===== config.mk =====
export PLATFORM = sky130hd
export DESIGN_NAME = axi_read_arbiter_flat
export DESIGN_NICKNAME = d
export VERILOG_FILES = /design/src/rtl/axi_read_arbiter_if.sv /design/src/rtl/axi_read_arbiter.sv /design/src/flat_wrapper.sv
export SDC_FILE = /design/constraint.sdc
export NUM_CORES = 1
export LEC_CHECK = 0
export CAP_MARGIN = 25
export CORE_AREA = 2 2 174 176
export DETAILED_ROUTE_END_ITERATION = 6
export DIE_AREA = 0 0 176 178
export PLACE_DENSITY_LB_ADDON = 0.05
export SYNTH_ARGS = -nofsm -noshare
export SYNTH_HDL_FRONTEND = slang
export SYNTH_SLANG_ARGS = --single-unit

===== constraint.sdc =====
create_clock -name clk -period 4.2 [get_ports clk]
set_input_delay 0.42 -clock clk [delete_from_list [all_inputs] [get_ports clk]]
set_output_delay 0.42 -clock clk [all_outputs]
set_load 0.005 [all_outputs]

===== src/rtl/axi_read_arbiter_if.sv =====
// ============================================================================
// Module      : axi_read_arbiter_if
// Description : IC/DC read-request ports and the shared AXI AR/R channel.
// Revision    : 1.0 - initial release
// ============================================================================
`default_nettype none

interface axi_read_arbiter_if #(
    parameter int ADDR_WIDTH = 64,
    parameter int DATA_WIDTH = 64
);
    logic                  ic_arvalid;
    logic [ADDR_WIDTH-1:0] ic_araddr;
    logic [7:0]            ic_arlen;
    logic [2:0]            ic_arsize;
    logic [1:0]            ic_arburst;
    logic                  ic_rready;
    logic                  ic_arready;
    logic                  ic_rvalid;
    logic                  ic_rlast;
    logic [DATA_WIDTH-1:0] ic_rdata;

    logic                  dc_arvalid;
    logic [ADDR_WIDTH-1:0] dc_araddr;
    logic [7:0]            dc_arlen;
    logic [2:0]            dc_arsize;
    logic [1:0]            dc_arburst;
    logic                  dc_rready;
    logic                  dc_arready;
    logic                  dc_rvalid;
    logic                  dc_rlast;
    logic [DATA_WIDTH-1:0] dc_rdata;

    logic                  m_axi_arvalid;
    logic [ADDR_WIDTH-1:0] m_axi_araddr;
    logic [7:0]            m_axi_arlen;
    logic [2:0]            m_axi_arsize;
    logic [1:0]            m_axi_arburst;
    logic                  m_axi_arready;
    logic                  m_axi_rvalid;
    logic                  m_axi_rlast;
    logic [DATA_WIDTH-1:0] m_axi_rdata;
    logic                  m_axi_rready;

    // Arbiter side
    modport slave (
        input  ic_arvalid, ic_araddr, ic_arlen, ic_arsize, ic_arburst, ic_rready,
        output ic_arready, ic_rvalid, ic_rlast, ic_rdata,
        input  dc_arvalid, dc_araddr, dc_arlen, dc_arsize, dc_arburst, dc_rready,
        output dc_arready, dc_rvalid, dc_rlast, dc_rdata,
        output m_axi_arvalid, m_axi_araddr, m_axi_arlen, m_axi_arsize, m_axi_arburst,
        input  m_axi_arready, m_axi_rvalid, m_axi_rlast, m_axi_rdata,
        output m_axi_rready
    );

    // Caches plus memory side
    modport master (
        output ic_arvalid, ic_araddr, ic_arlen, ic_arsize, ic_arburst, ic_rready,
        input  ic_arready, ic_rvalid, ic_rlast, ic_rdata,
        output dc_arvalid, dc_araddr, dc_arlen, dc_arsize, dc_arburst, dc_rready,
        input  dc_arready, dc_rvalid, dc_rlast, dc_rdata,
        input  m_axi_arvalid, m_axi_araddr, m_axi_arlen, m_axi_arsize, m_axi_arburst,
        output m_axi_arready, m_axi_rvalid, m_axi_rlast, m_axi_rdata,
        input  m_axi_rready
    );
endinterface

`default_nettype wire


===== src/rtl/axi_read_arbiter.sv =====
// ============================================================================
// Module      : axi_read_arbiter
// Description : Shares one AXI read channel between IC and DC; one burst at a
//               time. Optional macro ARB_ROUND_ROBIN_EN selects round-robin.
// Revision    : 1.0 - initial release
// ============================================================================
`default_nettype none

module axi_read_arbiter #(
    parameter int ADDR_WIDTH = 64,
    parameter int DATA_WIDTH = 64
) (
    input  wire logic          clk,
    input  wire logic          reset,
    axi_read_arbiter_if.slave  bus,
    output logic               instruction_cache_reading,
    output logic               data_cache_reading,
    output logic               burst_error
);
    typedef enum logic [1:0] {
        S_IDLE = 2'd0,
        S_ADDR = 2'd1,
        S_DATA = 2'd2
    } state_t;

    localparam logic c_GRANT_IC = 1'b0;
    localparam logic c_GRANT_DC = 1'b1;

    state_t                r_state;
    state_t                w_state_next;
    logic                  r_grant;
    logic                  w_grant_next;
    logic                  r_last_grant;
    logic                  w_last_grant_next;
    logic [7:0]            r_beat_cnt;
    logic [7:0]            w_beat_cnt_next;
    logic                  r_burst_error;
    logic                  w_burst_error_next;
    logic                  r_ic_reading;
    logic                  r_dc_reading;
    logic                  w_pick;
    logic                  w_beat;
    logic [ADDR_WIDTH-1:0] w_araddr;
    logic [DATA_WIDTH-1:0] w_zero_data;

    assign w_zero_data = {DATA_WIDTH{1'b0}};
    assign w_araddr    = (r_grant == c_GRANT_DC) ? bus.dc_araddr : bus.ic_araddr;
    assign w_beat      = bus.m_axi_rvalid & bus.m_axi_rready;

    // Tie-break only matters when both caches request in the same cycle
    always_comb begin
        w_pick = bus.dc_arvalid ? c_GRANT_DC : c_GRANT_IC;
        if (bus.ic_arvalid && bus.dc_arvalid) begin
`ifdef ARB_ROUND_ROBIN_EN
            w_pick = ~r_last_grant;
`else
            w_pick = c_GRANT_DC;
`endif
        end
    end

    always_ff @(posedge clk or posedge reset) begin
        if (reset) begin
            r_state       <= S_IDLE;
            r_grant       <= c_GRANT_IC;
            r_last_grant  <= c_GRANT_IC;
            r_beat_cnt    <= 8'd0;
            r_burst_error <= 1'b0;
            r_ic_reading  <= 1'b0;
            r_dc_reading  <= 1'b0;
        end else begin
            r_state       <= w_state_next;
            r_grant       <= w_grant_next;
            r_last_grant  <= w_last_grant_next;
            r_beat_cnt    <= w_beat_cnt_next;
            r_burst_error <= w_burst_error_next;
            r_ic_reading  <= (w_state_next != S_IDLE) && (w_grant_next == c_GRANT_IC);
            r_dc_reading  <= (w_state_next != S_IDLE) && (w_grant_next == c_GRANT_DC);
        end
    end

    always_comb begin
        w_state_next       = r_state;
        w_grant_next       = r_grant;
        w_last_grant_next  = r_last_grant;
        w_beat_cnt_next    = r_beat_cnt;
        w_burst_error_next = r_burst_error;

        bus.m_axi_arvalid  = 1'b0;
        bus.m_axi_araddr   = {ADDR_WIDTH{1'b0}};
        bus.m_axi_arlen    = 8'd0;
        bus.m_axi_arsize   = 3'd0;
        bus.m_axi_arburst  = 2'd0;
        bus.m_axi_rready   = 1'b0;
        bus.ic_arready     = 1'b0;
        bus.ic_rvalid      = 1'b0;
        bus.ic_rlast       = 1'b0;
        bus.ic_rdata       = w_zero_data;
        bus.dc_arready     = 1'b0;
        bus.dc_rvalid      = 1'b0;
        bus.dc_rlast       = 1'b0;
        bus.dc_rdata       = w_zero_data;

        case (r_state)
            S_IDLE: begin
                if (bus.ic_arvalid || bus.dc_arvalid) begin
                    w_state_next      = S_ADDR;
                    w_grant_next      = w_pick;
                    w_last_grant_next = w_pick;
                end
            end
            S_ADDR: begin
                bus.m_axi_araddr = w_araddr;
                if (r_grant == c_GRANT_DC) begin
                    bus.m_axi_arvalid = bus.dc_arvalid;
                    bus.m_axi_arlen   = bus.dc_arlen;
                    bus.m_axi_arsize  = bus.dc_arsize;
                    bus.m_axi_arburst = bus.dc_arburst;
                    bus.dc_arready    = bus.m_axi_arready;
                end else begin
                    bus.m_axi_arvalid = bus.ic_arvalid;
                    bus.m_axi_arlen   = bus.ic_arlen;
                    bus.m_axi_arsize  = bus.ic_arsize;
                    bus.m_axi_arburst = bus.ic_arburst;
                    bus.ic_arready    = bus.m_axi_arready;
                end
                if (bus.m_axi_arvalid && bus.m_axi_arready) begin
                    w_beat_cnt_next = bus.m_axi_arlen;
                    w_state_next    = S_DATA;
                end
            end
            S_DATA: begin
                if (r_grant == c_GRANT_DC) begin
                    bus.m_axi_rready = bus.dc_rready;
                    bus.dc_rvalid    = bus.m_axi_rvalid;
                    bus.dc_rlast     = bus.m_axi_rlast;
                    bus.dc_rdata     = bus.m_axi_rdata;
                end else begin
                    bus.m_axi_rready = bus.ic_rready;
                    bus.ic_rvalid    = bus.m_axi_rvalid;
                    bus.ic_rlast     = bus.m_axi_rlast;
                    bus.ic_rdata     = bus.m_axi_rdata;
                end
                if (w_beat) begin
                    if (r_beat_cnt != 8'd0) begin
                        w_beat_cnt_next = r_beat_cnt - 8'd1;
                    end
                    // Early or missing rlast is flagged, but only rlast ends the burst
                    if (bus.m_axi_rlast != (r_beat_cnt == 8'd0)) begin
                        w_burst_error_next = 1'b1;
                    end
                    if (bus.m_axi_rlast) begin
                        w_state_next = S_IDLE;
                    end
                end
            end
            default: begin
                w_state_next = S_IDLE;
            end
        endcase
    end

    assign instruction_cache_reading = r_ic_reading;
    assign data_cache_reading        = r_dc_reading;
    assign burst_error               = r_burst_error;

endmodule

`default_nettype wire

===== src/flat_wrapper.sv =====
// flat-port wrapper written by rule: the top's interface ports become plain ports
module axi_read_arbiter_flat 
#(
    parameter int ADDR_WIDTH = 64,
    parameter int DATA_WIDTH = 64
)
  (clk, reset, instruction_cache_reading, data_cache_reading, burst_error, bus_ic_arvalid, bus_ic_araddr, bus_ic_arlen, bus_ic_arsize, bus_ic_arburst, bus_ic_rready, bus_ic_arready, bus_ic_rvalid, bus_ic_rlast, bus_ic_rdata, bus_dc_arvalid, bus_dc_araddr, bus_dc_arlen, bus_dc_arsize, bus_dc_arburst, bus_dc_rready, bus_dc_arready, bus_dc_rvalid, bus_dc_rlast, bus_dc_rdata, bus_m_axi_arvalid, bus_m_axi_araddr, bus_m_axi_arlen, bus_m_axi_arsize, bus_m_axi_arburst, bus_m_axi_arready, bus_m_axi_rvalid, bus_m_axi_rlast, bus_m_axi_rdata, bus_m_axi_rready);
  axi_read_arbiter_if #(.ADDR_WIDTH(ADDR_WIDTH), .DATA_WIDTH(DATA_WIDTH)) bus_i ();
  input  wire logic clk;
  input  wire logic reset;
  output logic instruction_cache_reading;
  output logic data_cache_reading;
  output logic burst_error;
  input wire logic [$bits(bus_i.ic_arvalid)-1:0] bus_ic_arvalid;
  input wire logic [$bits(bus_i.ic_araddr)-1:0] bus_ic_araddr;
  input wire logic [$bits(bus_i.ic_arlen)-1:0] bus_ic_arlen;
  input wire logic [$bits(bus_i.ic_arsize)-1:0] bus_ic_arsize;
  input wire logic [$bits(bus_i.ic_arburst)-1:0] bus_ic_arburst;
  input wire logic [$bits(bus_i.ic_rready)-1:0] bus_ic_rready;
  output wire logic [$bits(bus_i.ic_arready)-1:0] bus_ic_arready;
  output wire logic [$bits(bus_i.ic_rvalid)-1:0] bus_ic_rvalid;
  output wire logic [$bits(bus_i.ic_rlast)-1:0] bus_ic_rlast;
  output wire logic [$bits(bus_i.ic_rdata)-1:0] bus_ic_rdata;
  input wire logic [$bits(bus_i.dc_arvalid)-1:0] bus_dc_arvalid;
  input wire logic [$bits(bus_i.dc_araddr)-1:0] bus_dc_araddr;
  input wire logic [$bits(bus_i.dc_arlen)-1:0] bus_dc_arlen;
  input wire logic [$bits(bus_i.dc_arsize)-1:0] bus_dc_arsize;
  input wire logic [$bits(bus_i.dc_arburst)-1:0] bus_dc_arburst;
  input wire logic [$bits(bus_i.dc_rready)-1:0] bus_dc_rready;
  output wire logic [$bits(bus_i.dc_arready)-1:0] bus_dc_arready;
  output wire logic [$bits(bus_i.dc_rvalid)-1:0] bus_dc_rvalid;
  output wire logic [$bits(bus_i.dc_rlast)-1:0] bus_dc_rlast;
  output wire logic [$bits(bus_i.dc_rdata)-1:0] bus_dc_rdata;
  output wire logic [$bits(bus_i.m_axi_arvalid)-1:0] bus_m_axi_arvalid;
  output wire logic [$bits(bus_i.m_axi_araddr)-1:0] bus_m_axi_araddr;
  output wire logic [$bits(bus_i.m_axi_arlen)-1:0] bus_m_axi_arlen;
  output wire logic [$bits(bus_i.m_axi_arsize)-1:0] bus_m_axi_arsize;
  output wire logic [$bits(bus_i.m_axi_arburst)-1:0] bus_m_axi_arburst;
  input wire logic [$bits(bus_i.m_axi_arready)-1:0] bus_m_axi_arready;
  input wire logic [$bits(bus_i.m_axi_rvalid)-1:0] bus_m_axi_rvalid;
  input wire logic [$bits(bus_i.m_axi_rlast)-1:0] bus_m_axi_rlast;
  input wire logic [$bits(bus_i.m_axi_rdata)-1:0] bus_m_axi_rdata;
  output wire logic [$bits(bus_i.m_axi_rready)-1:0] bus_m_axi_rready;
  assign bus_i.ic_arvalid = bus_ic_arvalid;
  assign bus_i.ic_araddr = bus_ic_araddr;
  assign bus_i.ic_arlen = bus_ic_arlen;
  assign bus_i.ic_arsize = bus_ic_arsize;
  assign bus_i.ic_arburst = bus_ic_arburst;
  assign bus_i.ic_rready = bus_ic_rready;
  assign bus_ic_arready = bus_i.ic_arready;
  assign bus_ic_rvalid = bus_i.ic_rvalid;
  assign bus_ic_rlast = bus_i.ic_rlast;
  assign bus_ic_rdata = bus_i.ic_rdata;
  assign bus_i.dc_arvalid = bus_dc_arvalid;
  assign bus_i.dc_araddr = bus_dc_araddr;
  assign bus_i.dc_arlen = bus_dc_arlen;
  assign bus_i.dc_arsize = bus_dc_arsize;
  assign bus_i.dc_arburst = bus_dc_arburst;
  assign bus_i.dc_rready = bus_dc_rready;
  assign bus_dc_arready = bus_i.dc_arready;
  assign bus_dc_rvalid = bus_i.dc_rvalid;
  assign bus_dc_rlast = bus_i.dc_rlast;
  assign bus_dc_rdata = bus_i.dc_rdata;
  assign bus_m_axi_arvalid = bus_i.m_axi_arvalid;
  assign bus_m_axi_araddr = bus_i.m_axi_araddr;
  assign bus_m_axi_arlen = bus_i.m_axi_arlen;
  assign bus_m_axi_arsize = bus_i.m_axi_arsize;
  assign bus_m_axi_arburst = bus_i.m_axi_arburst;
  assign bus_i.m_axi_arready = bus_m_axi_arready;
  assign bus_i.m_axi_rvalid = bus_m_axi_rvalid;
  assign bus_i.m_axi_rlast = bus_m_axi_rlast;
  assign bus_i.m_axi_rdata = bus_m_axi_rdata;
  assign bus_m_axi_rready = bus_i.m_axi_rready;
  axi_read_arbiter #(.ADDR_WIDTH(ADDR_WIDTH), .DATA_WIDTH(DATA_WIDTH)) u_core (.clk(clk), .reset(reset), .bus(bus_i), .instruction_cache_reading(instruction_cache_reading), .data_cache_reading(data_cache_reading), .burst_error(burst_error));
endmodule

==> results.cfg, run 1 <==
[clocking]
clk_latency_ns = 0.24
cts_root_buf = clkbuf_16
clk_pin_slew_ns = 0.05
cts_resized = 0
cts_tree = built
numCtsBuffers = 3
hold_buffers = 0
cts.htree.levels = 1
clock_path_buffers = 2
clkSinkCount = 14
postCtsSetupBuffers = 0

[floorplan]
io_pins = 443
num_rows = 63
fp.dieW_um = 176
core_um2 = 29400
die_y_um = 178
die-area_um2 = 31300
initial_core_util = 0.0998

[synth]
synth-seq-cells = 14
syn_area_um2 = 2930
ys_types = 37
synth_cells = 418
synth_ff_type = dfrtp_1
synthesis.nets = 647
synthArstFlopShare = 1.00
syn-mean-instance-area_um2 = 7.02
ys_seq_area_frac = 0.119
yosys_warnings = 0
netlist.area_leader.share = 0.270
yosysMostFrequentCell = nor2_1
yosys-top-cells-count = nor2_1, mux2i_1, and3_1
synthTopCellsByArea = mux2i_1, and3_1, and2_1
synth_top_cell_by_area = mux2i_1
synth_edf_count = 0

[pwr]
vdd_drop_max_mv = 0.366
p_per_area_nw_per_um2 = 416
leakagePower_nw = 3.31

[finish]
final_layout_size_suffix_gt1_frac = 0.0231
final_cells = 1215
post-route-util = 0.266
nets = 1054
syn2layout_area_growth_pct = 166

[sta]
setup_tns_ns = 0
worst_hold_slack_ns = 0.470
finalClockSkew_ns = 0.00259
tightest_slew_ns = 1.02
min_period_ns = 3.13
slew_viol_final = 0
setup_viol = 0
fmax_mhz = 320
hold_viol_final = 0
slew_headroom = 0.323
grt_setup_unrepaired = no
period_share = 0.745

[worst_setup_path]
path_max_fanout = 66
crit_path_end_kind = output port
required_ns = 3.78
r2r_start = u_core.r_grant$_DFF_PP0_
cp.arrival_ns = 2.71
cp-start-kind = register
worstSetupPathType = reg -> out
critPathLaunch = u_core.r_state[0]$_DFF_PP0_

[placement]
place.gp.congestion = 0.844
port_buffers = 442
dp.cells = 1210
dp.final_hpwl_um = 19100

[route]
dr.pass1.iters = 4
ant_nets = 0
drtIter0Drc = 138
vias_per_cell = 3.77
routed_wl_um = 22900
wl_per_cell_um = 18.9
vias = 4586
drc = 0

[min_path]
min_from = u_core.burst_error$_DFFE_PP0P_
min_path_type = reg -> reg

[global_route]
grt_start_max_net_pins = 79
grtUsageTotal = 0.134
antenna_found_initial = 2
grt_overflow = 0
grt_pass1_wl_um = 31200
grt_pass1_vias = 4774

[run]
cap_violations = 0

[outcome]
status = finished clean
[metal layers]
layer,GRT usage,share of wire,vias to the layer above
met5,0,0.00057,-
met4,0.00999,0.0020,2
met3,0.0488,0.10,6
met2,0.279,0.56,255
met1,0.129,0.33,2083
li1,-,-,2240
[power by group]
part / switching, W / leakage (nW) / internal (W)
sequential: 0.000207 / 0.159 / 0.000202
combinational: 0.00113 / 3.10 / 0.00151
clock: 0.0000570 / 0.0442 / 0.000144
total: 0.00140 / 3.31 / 0.00185
[cells in the final DEF, fill, tap and decap left out, drive strengths merged]
cell and count:
clkdlybuf4s50 442, nor2 85, mux2i 79, and3 69
and2 69, a21oi 14, dfrtp 14, o22a 6
nor3b 4, inv 4, nand2 4, clkbuf 4
buf 4, nor3 2, a32oi 2, ha 2
nor2b 2, nand2b 2, diode 1, nor4 1
nand3b 1, a211o 1, mux2 1, nand3 1
a22oi 1, nor4b 1, and4 1, a311oi 1
o21ai 1, a22o 1, o21ba 1, o21a 1
a211oi 1, xnor2 1, a31o 1
[critical path, cell delays in order, from the launching register on]
cell	delay, ns
dfrtp_1	0.49
nand2b_1	0.49
nor2_4	0.17
buf_4	0.47
and2_1	0.22
clkdlybuf4s50_1	0.57
[metrics by stage]
stage / instance area (um2) / power [W] / setup slack (ns)
6_report: 7810 / 0.00325 / 1.07
5_1_grt: 7810 / 0.00349 / 0.849
3_5_place_dp: 7720 / 0.00312 / 1.26
2_1_floorplan: 2930 / 0.00148 / 2.46
3_3_place_gp: 7720 / 0.00312 / 1.29
4_1_cts: 7810 / 0.00334 / 0.977
[cell families after synthesis]
family | count (synthesis) | synth area share
adders and majority gates | 2 | 0.00853
and+or+nand+nor | 242 | 0.447
xor gates and xnor gates | 1 | 0.00299
AOI/OAI and AO/OA | 31 | 0.0763
DFF | 14 | 0.119
muxes | 80 | 0.273
buffers and inverters | 48 | 0.0721
[final timing paths]
kind                                                          to  slack (ns)  depth (start not counted)
worst max-delay path                            bus_ic_rdata[48]        1.07                          5
worst min-delay path              u_core.burst_error$_DFFE_PP0P_        0.47                          1
worst max register to register  u_core.r_beat_cnt[3]$_DFFE_PP0P_        1.84                          4
worst min register to register    u_core.burst_error$_DFFE_PP0P_        0.47                          1
max in group asynchronous               u_core.r_grant$_DFF_PP0_        3.19                          2
min in group asynchronous       u_core.r_beat_cnt[0]$_DFFE_PP0P_        0.55                          2
[flip-flops by register name, summed over array words and instances (netlist names)]
signal	cells
u_core.burst_error	1
u_core.data_cache_reading	1
u_core.instruction_cache_reading	1
u_core.r_beat_cnt	8
u_core.r_grant	1
u_core.r_state	2
[layout make-up]
type | count | area [um2]
timing repair buffer | 446 | 4470
sequential | 14 | 354
antenna | 1 | 2.50
inverter | 4 | 15.0
multi-input combinational | 356 | 2390
tap | 390 | 488
clock buffer | 4 | 88.8
fill | 3169 | 21600
(Power assumes the default switching activity.)
==> inputs of run 2 (changes only) <==
Settings changed: CORE_AREA 2 2 174 176 to 2 2 172 174, DIE_AREA 0 0 176 178 to 0 0 174 176.
Clock period 4.2 ns to 2.7 ns, I/O delays scaled along.
==> results.cfg, run 2 (synthesis gave the netlist of run 1 again) <==
[sta]
tightest_slew_ns = 0.596
hold_viol_final = 0
min_period_ns = 2.37
slew_viol_final = 0
setup_viol = 0
slew_headroom = 0.603
worst_hold_slack_ns = 0.393
period_share = 0.878
worst_slack_ns = 0.330
grt_setup_unrepaired = no
finalClockSkew_ns = 0.00280
setup_tns_ns = 0
fmax_mhz = 422

[global_route]
grt_start_max_net_pins = 73
grt_pass1_vias = 4798
grt_overflow = 0
grtUsageTotal = 0.135
grt_pass1_wl_um = 31400
antenna_found_initial = 3

[worst_setup_path]
crit_slowest_cell = dfrtp_4
path_max_fanout = 65
r2r_start = u_core.r_beat_cnt[0]$_DFFE_PP0P_
critPathMaxStageDelay_ns = 0.55
crit_path_end_kind = output port
cp.arrival_ns = 2.10
crit_path_end = bus_m_axi_arburst[1]
cp-start-kind = register
worst_r2r_path_depth = 6
required_ns = 2.43
critPathLaunch = u_core.r_grant$_DFF_PP0_
timing.rr.end = u_core.r_beat_cnt[2]$_DFFE_PP0P_
worstSetupPathType = reg -> out
reg2reg_slack_ns = 0.90
cp_cell_sequence = buf_12 > mux2i_1 > nor2_1 > clkdlybuf4s50_1

[pwr]
total_power_w = 0.00507
p_per_area_nw_per_um2 = 645
vdd_drop_max_mv = 0.388
leakagePower_nw = 3.32

[floorplan]
num_rows = 62
die-area_um2 = 30600
initial_core_util = 0.103
io_pins = 443
core_um2 = 28500
die_y_um = 176
fp.dieW_um = 174

[clocking]
hold_buffers = 0
clk_pin_slew_ns = 0.05
clk_latency_ns = 0.24
clkSinkCount = 14
clock_path_buffers = 2
numCtsBuffers = 3
cts.htree.levels = 1
cts_root_buf = clkbuf_16
cts_resized = 0
cts_tree = built
postCtsSetupBuffers = 0

[finish]
final_cell_mix = clkdlybuf4s50_1, nor2_1, mux2i_1
largest_reg_flops = 8
max_flop_register = u_core.r_beat_cnt
seqCellArea_um2 = 354
syn2layout_area_growth_pct = 168
num-fill-cells = 3147
multi_input_area_um2 = 2390
final_layout_size_suffix_gt1_frac = 0.0254
post-route-util = 0.275
reg_top3 = u_core.r_beat_cnt (8), u_core.r_state (2)
final_common_cell = clkdlybuf4s50_1
nets = 1057

[route]
vias = 4593
ant_nets = 0
routed_wl_um = 22300
drtIter0Drc = 109
drc = 0
vias_per_cell = 3.79
dr.pass1.iters = 4
wl_per_cell_um = 18.4

[placement]
place.gp.congestion = 0.829
port_buffers = 442
preCtsSetupSlack_ns = 0.528
dp.final_hpwl_um = 18600

[outcome]
status = finished clean

[run]
cap_violations = 0

[min_path]
min_path_type = in -> async
## run 2: area by class of cell
cell class / instances / area share
repair buffers: 449 / 0.578
multi-input cells: 356 / 0.304
well taps: 384 / 0.0611
flip-flops and latches: 14 / 0.0450
clock buffers: 4 / 0.0100
inverters: 4 / 0.00191
diodes: 1 / 0.000318
## run 2: worst min-delay path by stage
| stage | start | endpoint | slack, ns |
|---|---|---|---|
| 2_1_floorplan | reset | u_core.burst_error$_DFFE_PP0P_ | 0.16 |
| 3_3_place_gp | u_core.burst_error$_DFFE_PP0P_ | u_core.burst_error$_DFFE_PP0P_ | 0.46 |
| 3_5_place_dp | u_core.burst_error$_DFFE_PP0P_ | u_core.burst_error$_DFFE_PP0P_ | 0.48 |
| 4_1_cts | reset | u_core.r_grant$_DFF_PP0_ | 0.43 |
| 5_1_grt | reset | u_core.r_state[1]$_DFF_PP0_ | 0.46 |
| 6_report | reset | u_core.r_state[1]$_DFF_PP0_ | 0.39 |
## run 2: per-layer routing
layer  track usage  up-vias  wire (um)
li1              -     2248          -
met3        0.0519       10       2310
met5             0        -         27
met2         0.268      257      12000
met1         0.139     2074       7830
met4        0.0123        4        114
## run 2: critical path, delay by kind of cell (launching register included)
kind                   cells  cell delay (ns)
buffers and inverters      2             0.84
and+or+nand+nor            1             0.07
DFF                        1             0.55
muxes                      1             0.31
## run 2: through the flow
step | cell area (um2) | instances
6_report | 7860 | 1212
5_1_grt | 7860 | 1211
4_1_cts | 7860 | 1211
3_5_place_dp | 7780 | 1207
3_3_place_gp | 7780 | 1207
2_1_floorplan | 2930 | 418
## run 2: power breakdown
group          total (W)  switching, W  internal, W  leakage, nW
Clock           0.000285     0.0000856     0.000200       0.0382
Sequential      0.000472      0.000154     0.000319        0.159
Combinational    0.00431       0.00190      0.00241         3.13
Total            0.00507       0.00214      0.00293         3.32
